<file path="src/rtl/rf_wb_pkg.sv">
// Shared types for the register-file write-back path: the write request
// carried through the load queue and the write-source select.
package rf_wb_pkg;

  localparam int RF_RS = 5;
  localparam int RF_RD = 32;

  typedef struct packed {
    logic [RF_RS-1:0] rd;
    logic [RF_RD-1:0] wd;
  } wb_req_t;

  typedef enum logic [1:0] {
    WB_NONE,
    WB_ALU,
    WB_LQ
  } wb_src_e;

endpackage

</file>
<file path="src/rtl/rf_wb_fifo.sv">
// Load-return queue: circular buffer of write requests with a separate
// occupancy counter, plus per-entry valid/rd vectors for hazard tracking.
module rf_wb_fifo
  import rf_wb_pkg::*;
#(
  parameter  int LQ_DEPTH = 4,
  localparam int PW       = $clog2(LQ_DEPTH),
  localparam int CW       = PW + 1
) (
  input  logic                             clk,
  input  logic                             rst,
  input  logic                             push,
  input  wb_req_t                          push_req,
  input  logic                             pop,
  output wb_req_t                          head,
  output logic [CW-1:0]                    count,
  output logic                             empty,
  output logic                             full,
  output logic [LQ_DEPTH-1:0]              entry_valid,
  output logic [LQ_DEPTH-1:0][RF_RS-1:0]   entry_rd
);

  wb_req_t       mem [LQ_DEPTH];
  logic [PW-1:0] wr_ptr;
  logic [PW-1:0] rd_ptr;

  assign empty = (count == '0);
  assign full  = (count == CW'(LQ_DEPTH));
  assign head  = mem[rd_ptr];

  // NOTE: the storage array has no reset; validity is carried by the
  // pointers and count, so stale contents are never observed.
  always_ff @(posedge clk) begin
    if (push) mem[wr_ptr] <= push_req;
  end

  // NOTE: sequential state is assigned with <= so every register samples
  // the pre-edge values regardless of statement order.
  always_ff @(posedge clk or negedge rst) begin
    if (!rst) begin
      wr_ptr <= '0;
      rd_ptr <= '0;
      count  <= '0;
    end else begin
      if (push) wr_ptr <= wr_ptr + 1'b1;
      if (pop)  rd_ptr <= rd_ptr + 1'b1;
      case ({push, pop})
        2'b10:   count <= count + 1'b1;
        2'b01:   count <= count - 1'b1;
        default: count <= count;
      endcase
    end
  end

  // An entry is live when its distance from the read pointer is below count.
  always_comb begin
    for (int i = 0; i < LQ_DEPTH; i++) begin
      logic [PW-1:0] off;
      off            = PW'(i) - rd_ptr;
      entry_valid[i] = ({1'b0, off} < count);
      entry_rd[i]    = mem[i].rd;
    end
  end

  assert property (@(posedge clk) disable iff (!rst) push |-> (!full || pop));
  assert property (@(posedge clk) disable iff (!rst) pop  |-> !empty);

endmodule

</file>
<file path="src/rtl/rf_wb_arbiter.sv">
// Register-file write-port arbiter: ALU results take the port, queued load
// returns drain when the ALU is idle. Optional WB_BYPASS_EN lets a load write
// straight through when the queue is empty and the ALU is idle.
module rf_wb_arbiter
  import rf_wb_pkg::*;
#(
  parameter int RS       = RF_RS,
  parameter int RD       = RF_RD,
  parameter int LQ_DEPTH = 4
) (
  input  logic                        clk,
  input  logic                        rst,
  input  logic                        alu_valid,
  input  logic [RS-1:0]               alu_rd,
  input  logic [RD-1:0]               alu_wd,
  output logic                        alu_ready,
  input  logic                        ld_valid,
  input  logic [RS-1:0]               ld_rd,
  input  logic [RD-1:0]               ld_wd,
  output logic                        ld_ready,
  output logic [RS-1:0]               rf_rd,
  output logic [RD-1:0]               rf_wd,
  output logic                        rf_write_en,
  output logic [2**RS-1:0]            pend_mask,
  output logic [$clog2(LQ_DEPTH):0]   lq_count
);

  wb_req_t                         alu_req;
  wb_req_t                         ld_req;
  wb_req_t                         head;
  wb_req_t                         sel_req;
  wb_src_e                         sel;
  logic                            push;
  logic                            pop;
  logic                            empty;
  logic                            full;
  logic                            alu_fire;
  logic                            ld_fire;
  logic [LQ_DEPTH-1:0]             entry_valid;
  logic [LQ_DEPTH-1:0][RF_RS-1:0]  entry_rd;

  assign alu_req = '{rd: alu_rd, wd: alu_wd};
  assign ld_req  = '{rd: ld_rd,  wd: ld_wd};

  rf_wb_fifo #(.LQ_DEPTH(LQ_DEPTH)) u_lq (
    .clk         (clk),
    .rst         (rst),
    .push        (push),
    .push_req    (ld_req),
    .pop         (pop),
    .head        (head),
    .count       (lq_count),
    .empty       (empty),
    .full        (full),
    .entry_valid (entry_valid),
    .entry_rd    (entry_rd)
  );

  // NOTE: every always_comb output gets a default first so no path leaves a
  // signal unassigned and infers a latch.
  always_comb begin
    pend_mask = '0;
    for (int i = 0; i < LQ_DEPTH; i++) begin
      if (entry_valid[i] && entry_rd[i] != '0) pend_mask[entry_rd[i]] = 1'b1;
    end
  end

  // A queued older load to the same rd must land before a newer ALU value.
  assign ld_ready  = !full;
  assign alu_ready = !full && !(alu_rd != '0 && pend_mask[alu_rd]);
  assign alu_fire  = alu_valid && alu_ready;
  assign ld_fire   = ld_valid && ld_ready;

  always_comb begin
    sel     = WB_NONE;
    sel_req = head;
    pop     = 1'b0;
    push    = ld_fire;
    if (alu_fire) begin
      sel     = WB_ALU;
      sel_req = alu_req;
    end else if (!empty) begin
      sel     = WB_LQ;
      sel_req = head;
      pop     = 1'b1;
    end
`ifdef WB_BYPASS_EN
    else if (ld_fire) begin
      sel     = WB_LQ;
      sel_req = ld_req;
      push    = 1'b0;
    end
`endif
  end

  // Writes to x0 are consumed but never strobed into the register file.
  always_ff @(posedge clk or negedge rst) begin
    if (!rst) begin
      rf_rd       <= '0;
      rf_wd       <= '0;
      rf_write_en <= 1'b0;
    end else begin
      rf_write_en <= (sel != WB_NONE) && (sel_req.rd != '0);
      if (sel != WB_NONE) begin
        rf_rd <= sel_req.rd;
        rf_wd <= sel_req.wd;
      end
    end
  end

  assert property (@(posedge clk) disable iff (!rst)
                   (sel == WB_ALU) |-> (alu_fire && !pop));

endmodule

</file>
<file path="config.mk">
export PLATFORM = sky130hd
export DESIGN_NAME = rf_wb_arbiter
export DESIGN_NICKNAME = d
export VERILOG_FILES = /design/src/rtl/rf_wb_pkg.sv /design/src/rtl/rf_wb_fifo.sv /design/src/rtl/rf_wb_arbiter.sv
export SDC_FILE = /design/constraint.sdc
export NUM_CORES = 1
export LEC_CHECK = 0
export CORE_UTILIZATION = 54
export DETAILED_ROUTE_END_ITERATION = 8
export PLACE_DENSITY = 0.8
export SETUP_SLACK_MARGIN = 0.05
export SLEW_MARGIN = 20
export SYNTH_ARGS = -nofsm -noshare
export SYNTH_HDL_FRONTEND = slang
export SYNTH_SLANG_ARGS = --single-unit
</file>
<file path="constraint.sdc">
create_clock -name clk -period 5 [get_ports clk]
set_input_delay 0.75 -clock clk [delete_from_list [all_inputs] [get_ports clk]]
set_output_delay 0.75 -clock clk [all_outputs]
set_load 0.02 [all_outputs]
</file>
# After elaboration in Yosys (flattened, before gate mapping)
# Memory sizes are Yosys's and may differ from the RTL's.
# Index checks and enable logic that the tools add are counted.
[totals]
regBits = 45
ram_bits = 148
inputBits = 78
out_inout_bits = 75
wordCells = 80
memories = 1
[op_classes]
addsub = 8
magnitude_cmp = 13
eq_ne = 3
mux = 22
n_bitwise = 3
reduce_logical = 24
[mem_list]
columns = ["memory", "words", "word_bits", "read_ports", "rd_ports_with_merged_regs", "write_ports", "line_no", "text"]
rows = [
  ["u_lq.mem", 4, 37, 5, 0, 1, "rf_wb_fifo.sv:23", "wb_req_t mem [LQ_DEPTH];"],
]
[ops]
columns = ["operator", "count"]
rows = [
  ["two-way mux 32 bit", 4],
  ["bitwise OR 32 bit", 3],
  ["two-way mux 37 bit", 1],
  ["< comparator 5 x 6 -> 1 bit, second input constant", 5],
  ["nonzero test 5 bit", 6],
  ["demux 1 bit (select 5 bit)", 4],
  ["greater-or-equal comparator 5 x 1 -> 1 bit, second input constant", 4],
  ["logical AND 1 bit", 13],
  ["< comparator 2 x 3 -> 1 bit", 4],
  ["two-way mux 1 bit", 9],
  ["one-hot mux 3 bit (2 select lines)", 1],
  ["binary-select mux 1 bit (select 5 bit)", 1],
  ["adder 2 x 1 -> 2 bit, second input constant", 2],
  ["two-way mux 2 bit", 2],
  ["nonzero test 2 bit", 2],
  ["subtractor 1 x 2 -> 2 bit, first input constant", 2],
  ["subtractor 2 bit, first input constant", 2],
  ["adder 3 x 1 -> 3 bit, second input constant", 1],
  ["== test 3 bit, second input constant", 1],
  ["zero test 3 bit", 1],
  ["subtractor 3 x 1 -> 3 bit, second input constant", 1],
  ["== test 2 x 1 -> 1 bit, second input constant", 1],
  ["== test 2 bit, second input constant", 1],
  ["zero test 1 bit", 2],
]

# Longest topological paths before layout
[logic_depth]
depth_word = 20
ltp_mapped = 21
depth_no_buf = 17

# Hierarchy
# Synthesis repeated with hierarchy kept, for this count alone.
[unflattened]
cells_unflattened = 606
hier_area_um2 = 9424.0
[modules_own_cells]
columns = ["mod", "n_inst", "cells_each", "area_per_inst_um2"]
rows = [
  ["rf_wb_fifo", 1, 268, 6047.0],
  ["rf_wb_arbiter", 1, 338, 3377.0],
]

# Worst setup path before layout
# Ideal clock, no wire load.
[synth_timing]
path_kind = "flip-flop to flip-flop"
startpoint = "reg u_lq.rd_ptr[0]"
endpoint = "reg u_lq.count[2]"
setup_time_ns = 0.125
arrival_time_ns = 4.567
required_time_ns = 4.875
slack_ns = 0.307
stages_incl_launch_ff = 20
synth_period_minus_slack_ns = 4.693
path_cell_list = "dfrtp_1 buf_6 clkbuf_1 clkbuf_1 xor2_1 ha_1 nand2b_1 o2111ai_2 o22a_1 o311ai_1 a31o_2 a2111oi_2 o32ai_4 o21a_1 ha_1 inv_1 fa_1 xor2_1 nor2_1 xor2_1"
[synth_via]
elab_chain_cells = 19
word_cells_on_any_way = 30
classes_between = "add/sub (4); order compare (4); eq/ne (2); mux (8); bitwise (3); reduce/logical (9)"
[synth_rtl]
columns = ["element", "line_no", "text"]
rows = [
  ["start: declaration", "rf_wb_fifo.sv:25", "logic [PW-1:0] rd_ptr;"],
  ["start signal: assignment", "rf_wb_fifo.sv:46", "if (pop) rd_ptr <= rd_ptr + 1'b1;"],
  ["subtractor 1 x 2 -> 2 bit", "rf_wb_fifo.sv:59", "off = PW'(i) - rd_ptr;"],
  ["< comparator 2 x 3 -> 1 bit", "rf_wb_fifo.sv:60", "entry_valid[i] = ({1'b0, off} < count);"],
  ["logical AND 1 bit", "rf_wb_arbiter.sv:64", "if (entry_valid[i] && entry_rd[i] != '0) pend_mask[entry_rd[i]] = 1'b1;"],
  ["two-way mux 32 bit", "rf_wb_arbiter.sv:64", ""],
  ["bitwise OR 32 bit (no line)", "--", ""],
  ["two-way mux 32 bit", "rf_wb_arbiter.sv:64", ""],
  ["bitwise OR 32 bit (no line)", "--", ""],
  ["two-way mux 32 bit", "rf_wb_arbiter.sv:64", ""],
  ["[... 2 more ...]", "--", ""],
  ["named net pend_mask[26]", "rf_wb_arbiter.sv:24", "output logic [2**RS-1:0] pend_mask,"],
  ["[... 2 more ...]", "--", ""],
  ["logical AND 1 bit *", "rf_wb_arbiter.sv:70", "assign alu_ready = !full && !(alu_rd != '0 && pend_mask[alu_rd]);"],
  ["zero test 1 bit *", "rf_wb_arbiter.sv:70", ""],
  ["logical AND 1 bit *", "rf_wb_arbiter.sv:70", ""],
  ["logical AND 1 bit *", "rf_wb_arbiter.sv:71", "assign alu_fire = alu_valid && alu_ready;"],
  ["two-way mux 1 bit *", "rf_wb_arbiter.sv:79", "if (alu_fire) begin"],
  ["named net pop", "rf_wb_arbiter.sv:34", "logic pop;"],
  ["== test 2 x 1 -> 1 bit / == test 2 bit (equally long branches)", "rf_wb_fifo.sv:47", "case ({push, pop})"],
  ["one-hot mux 3 bit (2 select lines) / nonzero test 2 bit (equally long branches)", "--", ""],
  ["end signal: assignment", "rf_wb_fifo.sv:48", "2'b10: count <= count + 1'b1;"],
  ["end signal: assignment", "rf_wb_fifo.sv:49", "2'b01: count <= count - 1'b1;"],
  ["end signal: assignment", "rf_wb_fifo.sv:50", "default: count <= count;"],
  ["end: declaration", "rf_wb_fifo.sv:16", "output logic [CW-1:0] count,"],
]
# The timed path passes the listed nets; every way through them passes the cells marked *. The select of a mux whose other input is x is not followed.
# A chain may end at the register's enable or synchronous reset.

# Worst setup path in the final report
[layout_timing]
startpoint = "reg u_lq.count[1]"
endpoint = "out alu_ready"
[layout_via]
elab_chain_cells = 14
word_cells_on_any_way = 22
classes_between = "order compare (4); eq/ne (1); mux (6); bitwise (3); reduce/logical (8)"
[layout_rtl]
columns = ["element", "line_no", "text"]
rows = [
  ["< comparator 2 x 3 -> 1 bit", "rf_wb_fifo.sv:60", ""],
  ["logical AND 1 bit", "rf_wb_arbiter.sv:64", ""],
  ["two-way mux 32 bit", "rf_wb_arbiter.sv:64", ""],
  ["bitwise OR 32 bit (no line)", "--", ""],
  ["two-way mux 32 bit", "rf_wb_arbiter.sv:64", ""],
  ["bitwise OR 32 bit (no line)", "--", ""],
  ["two-way mux 32 bit", "rf_wb_arbiter.sv:64", ""],
  ["bitwise OR 32 bit (no line)", "--", ""],
  ["two-way mux 32 bit", "rf_wb_arbiter.sv:64", ""],
  ["binary-select mux 1 bit (select 5 bit)", "rf_wb_arbiter.sv:70", ""],
  ["two-way mux 1 bit (not written as such)", "rf_wb_arbiter.sv:70", ""],
  ["logical AND 1 bit", "rf_wb_arbiter.sv:70", ""],
  ["zero test 1 bit", "rf_wb_arbiter.sv:70", ""],
  ["logical AND 1 bit *", "rf_wb_arbiter.sv:70", ""],
  ["end: declaration", "rf_wb_arbiter.sv:16", "output logic alu_ready,"],
]
# Mark *: on every way between the ends. The rest lies on a longest branch, timed or not. The select of a mux whose other input is x is not followed.

==> results.sh <==
export IMPL_cp_slowest_stage_delay_ns=0.60
export IMPL_drive_gt1_share_pct=24.4
export IMPL_synth_area_leaders="edfxtp_1, dfrtp_1, mux4_2"
export IMPL_place_congestion=0.937
export IMPL_path_class="flop to output port"
export IMPL_post_dp_hpwl_um=18300
export IMPL_core_area_um2=17300
export IMPL_rsz0062_at_grt="no"
export IMPL_fp_row_count=48
export IMPL_synthFlopType="edfxtp_1"
export IMPL_ys_seq_elements=193
export IMPL_max_slew_margin_pct=31.1
export IMPL_power_frac_comb_pct=46.9
export IMPL_diodes=0
export IMPL_antenna_left=0
export IMPL_r2r_end="u_lq.count[2]"
export IMPL_critical_path_top_delay_family="compound AO/OA/AOI/OAI gates"
export IMPL_power_frac_clock_pct=18.3
export IMPL_cts_buffers=17
export IMPL_drc=0
export IMPL_skew_ns=0.0152
export IMPL_synth_enable_flop_cells=148
export IMPL_yosysTopAreaCell="edfxtp_1"
export IMPL_yosys_top_cells_count="edfxtp_1, mux2_2, dfrtp_1, nor2_1, mux4_2"
export IMPL_design_die_area_um2=18200
export IMPL_hold_path_class="primary input to async pin"
export IMPL_ff2ff_setup_slack_ns=0.74
export IMPL_finalWirelength_um=26300
export IMPL_r2r_cells=17
export IMPL_postSynthCellCount=644
export IMPL_clock_root_buffer="clkbuf_16"
export IMPL_grt_start_max_net_pins=46
export IMPL_synth_compound_area_share_pct=8.99
export IMPL_cp_endpoint="alu_ready"
export IMPL_place_inst=993
export IMPL_startpoint_type="flop"
export IMPL_synthXorXnorAreaFrac_pct=0.642
export IMPL_synth_top_area_share_pct=46.6
export IMPL_synth_top_family_by_area="multiplexers"
export IMPL_grt_use_total_pct=29.6
export IMPL_tightest_slew_ns=1.03
export IMPL_post_route_period_util_pct=96.3
export IMPL_clockBufferDepth=2
export IMPL_synth_adder_area_share_pct=1.39
export IMPL_path_buf_inv=3
export IMPL_layout_min_cycle_time_ns=4.81
export IMPL_p_leak_nw=4.27
export IMPL_cp_max_fo=8
export IMPL_grt_ovfl_total=0
export IMPL_yosysSeqAreaShare_pct=58.4
export IMPL_powerDensity_nw_per_um2=594
export IMPL_cts_tree="yes"
export IMPL_clk_latency_ns=0.44
export IMPL_cp_slowest_cell="clkdlybuf4s50_1"
export IMPL_grt_pass1_vias=6683
export IMPL_timing_fmax_mhz=208
export IMPL_fin_setup_tns_ns=0
export IMPL_synth_warning_count=0
export IMPL_via_per_inst=6.32
export IMPL_path_depth=11
export IMPL_crit_chain="inv_1, ha_1, nand2b_1, o2111ai_4, o22ai_1, a2111oi_0, o31ai_1, a211oi_2, o32ai_4, inv_1, clkdlybuf4s50_1"
export IMPL_die_height_um=135
export IMPL_p_sw_mw=2.66
export IMPL_clkSinkCount=193
export IMPL_antenna_found_initial=0
export IMPL_report_final_hold_viol_count=0
export IMPL_internal_power_mw=4.45
export IMPL_async_flop_share_pct=23.3
export IMPL_slew_violations=0
export IMPL_sequentialPowerShare_pct=34.7
export IMPL_peakVddDrop_v=0.000472
export IMPL_swShare_pct=37.4
export IMPL_wl_per_cell_um=25.4
export IMPL_finalSetupViolations=0
export IMPL_cp_end_kind="output port"
export IMPL_die_x_um=135
export IMPL_cp_startpoint="u_lq.count[1]"
export IMPL_synthMuxAreaShare_pct=18.2
export IMPL_clk_pin_slew_ns=0.08
export IMPL_dr_total_vias=6539
export IMPL_cap_viol_max_count=0
export IMPL_status="complete, no violations"
export IMPL_dr_first_iter_drc_count=518
export IMPL_port_buffers=151
export IMPL_syn_to_final_growth_pct=25.3
export IMPL_synth_most_common_cell="edfxtp_1"
export IMPL_io_pins=153
export IMPL_grt_pass1_wl_um=38800
export IMPL_start_util_pct=55.2
export IMPL_first_pass_iters=6
export IMPL_syn_area_um2=9540
export IMPL_ctsHtreeMaxLevel=4
export IMPL_final_cells=1035
export IMPL_avgSynthCellArea_um2=14.8
export IMPL_cpMostUsedCell="inv_1"
export IMPL_synth_distinct_cells=73
export IMPL_r2r_start="u_lq.count[1]"
export IMPL_synthSimpleGateAreaFrac_pct=9.23
export IMPL_crit_required_ns=4.25
export IMPL_cp_arrival_ns=4.06
export IMPL_synth_nets=732
export IMPL_cts_hold_buf=0
export IMPL_nNetsFinal=885
==> flip-flops by register name, indices dropped and copies added, names as in the netlist <==
signal / cells
rf_rd: 5
rf_write_en: 1
u_lq.rd_ptr: 2
rf_wd: 32
u_lq.wr_ptr: 2
u_lq.mem: 148
u_lq.count: 3
==> power by group through the flow <==
stage | logic [mW] | registers (mW) | clock network, mW
after detailed placement | 3.12 | 2.50 | 0
after global routing | 3.52 | 2.51 | 1.38
after CTS | 3.17 | 2.48 | 1.32
final | 3.34 | 2.47 | 1.30
after floorplan | 1.94 | 2.59 | 0
after global placement | 3.06 | 2.47 | 0
==> layer usage <==
metal / routed length, um / global-route usage [%] / vias to the layer above / share of wire, %
met1: 10700 / 38.3 / 3295 / 41
met3: 1790 / 6.12 / 48 / 6.8
met2: 13200 / 49.4 / 323 / 50
li1: - / - / 2873 / -
met4: 585 / 10.9 / 0 / 2.2
met5: 0 / 0 / - / 0
==> worst min path at each step <==
stage	start	to	slack (ns)
after floorplan	rst	rf_rd[0]	0.45
after global placement	u_lq.wr_ptr[0]	u_lq.wr_ptr[0]	0.51
after detailed placement	u_lq.wr_ptr[0]	u_lq.wr_ptr[0]	0.52
after CTS	rst	rf_wd[29]	0.46
after global routing	rst	rf_wd[1]	0.48
final	rst	rf_wd[1]	0.44
==> kinds of logic after synthesis <==
logic type / Yosys count
DFF: 193
and+or+nand+nor: 163
muxes: 113
AOI/OAI and AO/OA: 97
buffers and inverters: 60
adders and majority gates: 10
xor gates and xnor gates: 7
other: 1
==> worst reg2reg max path, stage by stage, from the launching register on <==
cell	delay [ns]
dfrtp_1	0.41
inv_1	0.23
ha_1	0.30
nand2b_1	0.31
o2111ai_4	0.28
nor2_1	0.27
nor4_1	0.09
o41ai_1	0.32
nor4_1	0.11
buf_4	0.16
o32ai_4	0.39
o21a_1	0.24
ha_1	0.21
inv_1	0.06
fa_1	0.37
xor2_1	0.15
nor2_1	0.12
xor2_1	0.15
==> metrics by stage <==
step | power [mW] | setup WS [ns] | hold slack [ns] | utilization [%] | instance area, um^2
6_report | 7.11 | 0.186 | 0.436 | 69.1 | 12000
5_1_grt | 7.40 | 0.0541 | 0.482 | 69.1 | 12000
4_1_cts | 6.96 | 0.147 | 0.458 | 68.2 | 11800
3_5_place_dp | 5.62 | 0.480 | 0.523 | 64.8 | 11200
3_3_place_gp | 5.53 | 0.511 | 0.513 | 64.8 | 11200
2_1_floorplan | 4.53 | 0.307 | 0.454 | - | 9540
==> final cells by class <==
class / count / area (um^2)
repair buffers: 171 / 1660
fillers: 1171 / 5340
well taps: 225 / 282
clock buffers: 17 / 425
flip-flops and latches: 193 / 5570
multi-input cells: 392 / 3790
inverters: 22 / 82.6
clock inverters: 15 / 149
==> layout by cell type (no fill, tap or decap), types with 4 or more instances in the layout <==
master           synthesis  routed
mux4_2                  37      37
mux2_2                  53      53
xor2_1                   4       4
nor2b_1                  4       4
nand3b_1                 8       8
buf_4                    3      20
o22ai_1                 30      30
edfxtp_1               148     148
a211o_1                 10      10
or3_1                   14      13
nand2b_1                10       8
mux2i_1                  7       7
nor4_1                   6       6
dfrtp_1                 45      43
a2111oi_0                6       4
nand3_1                  7       7
nor2_1                  38      38
clkdlybuf4s50_1          0     150
mux2_4                  16      16
o2111ai_4                2       8
a21oi_1                  5       5
and3_2                   0       4
o2bb2ai_1                4       4
clkbuf_16                0      17
a311oi_1                 5       5
nor3_1                  24      24
or2_2                    5       5
nand2_1                 25      25
ha_1                     9       9
inv_1                   21      21
==> repair_timing <==
| item | CTS | global route |
|---|---|---|
| setup endpoints to repair | 1 | 1 |
| gates cloned | 0 | 1 |
| buffers inserted | 0 | 9 |
| pin swaps | 0 | 5 |
| resized for setup | 1 | 12 |
| endpoints found under the hold margin | 0 | 0 |
Note: power is estimated with default switching activity, not from simulation.
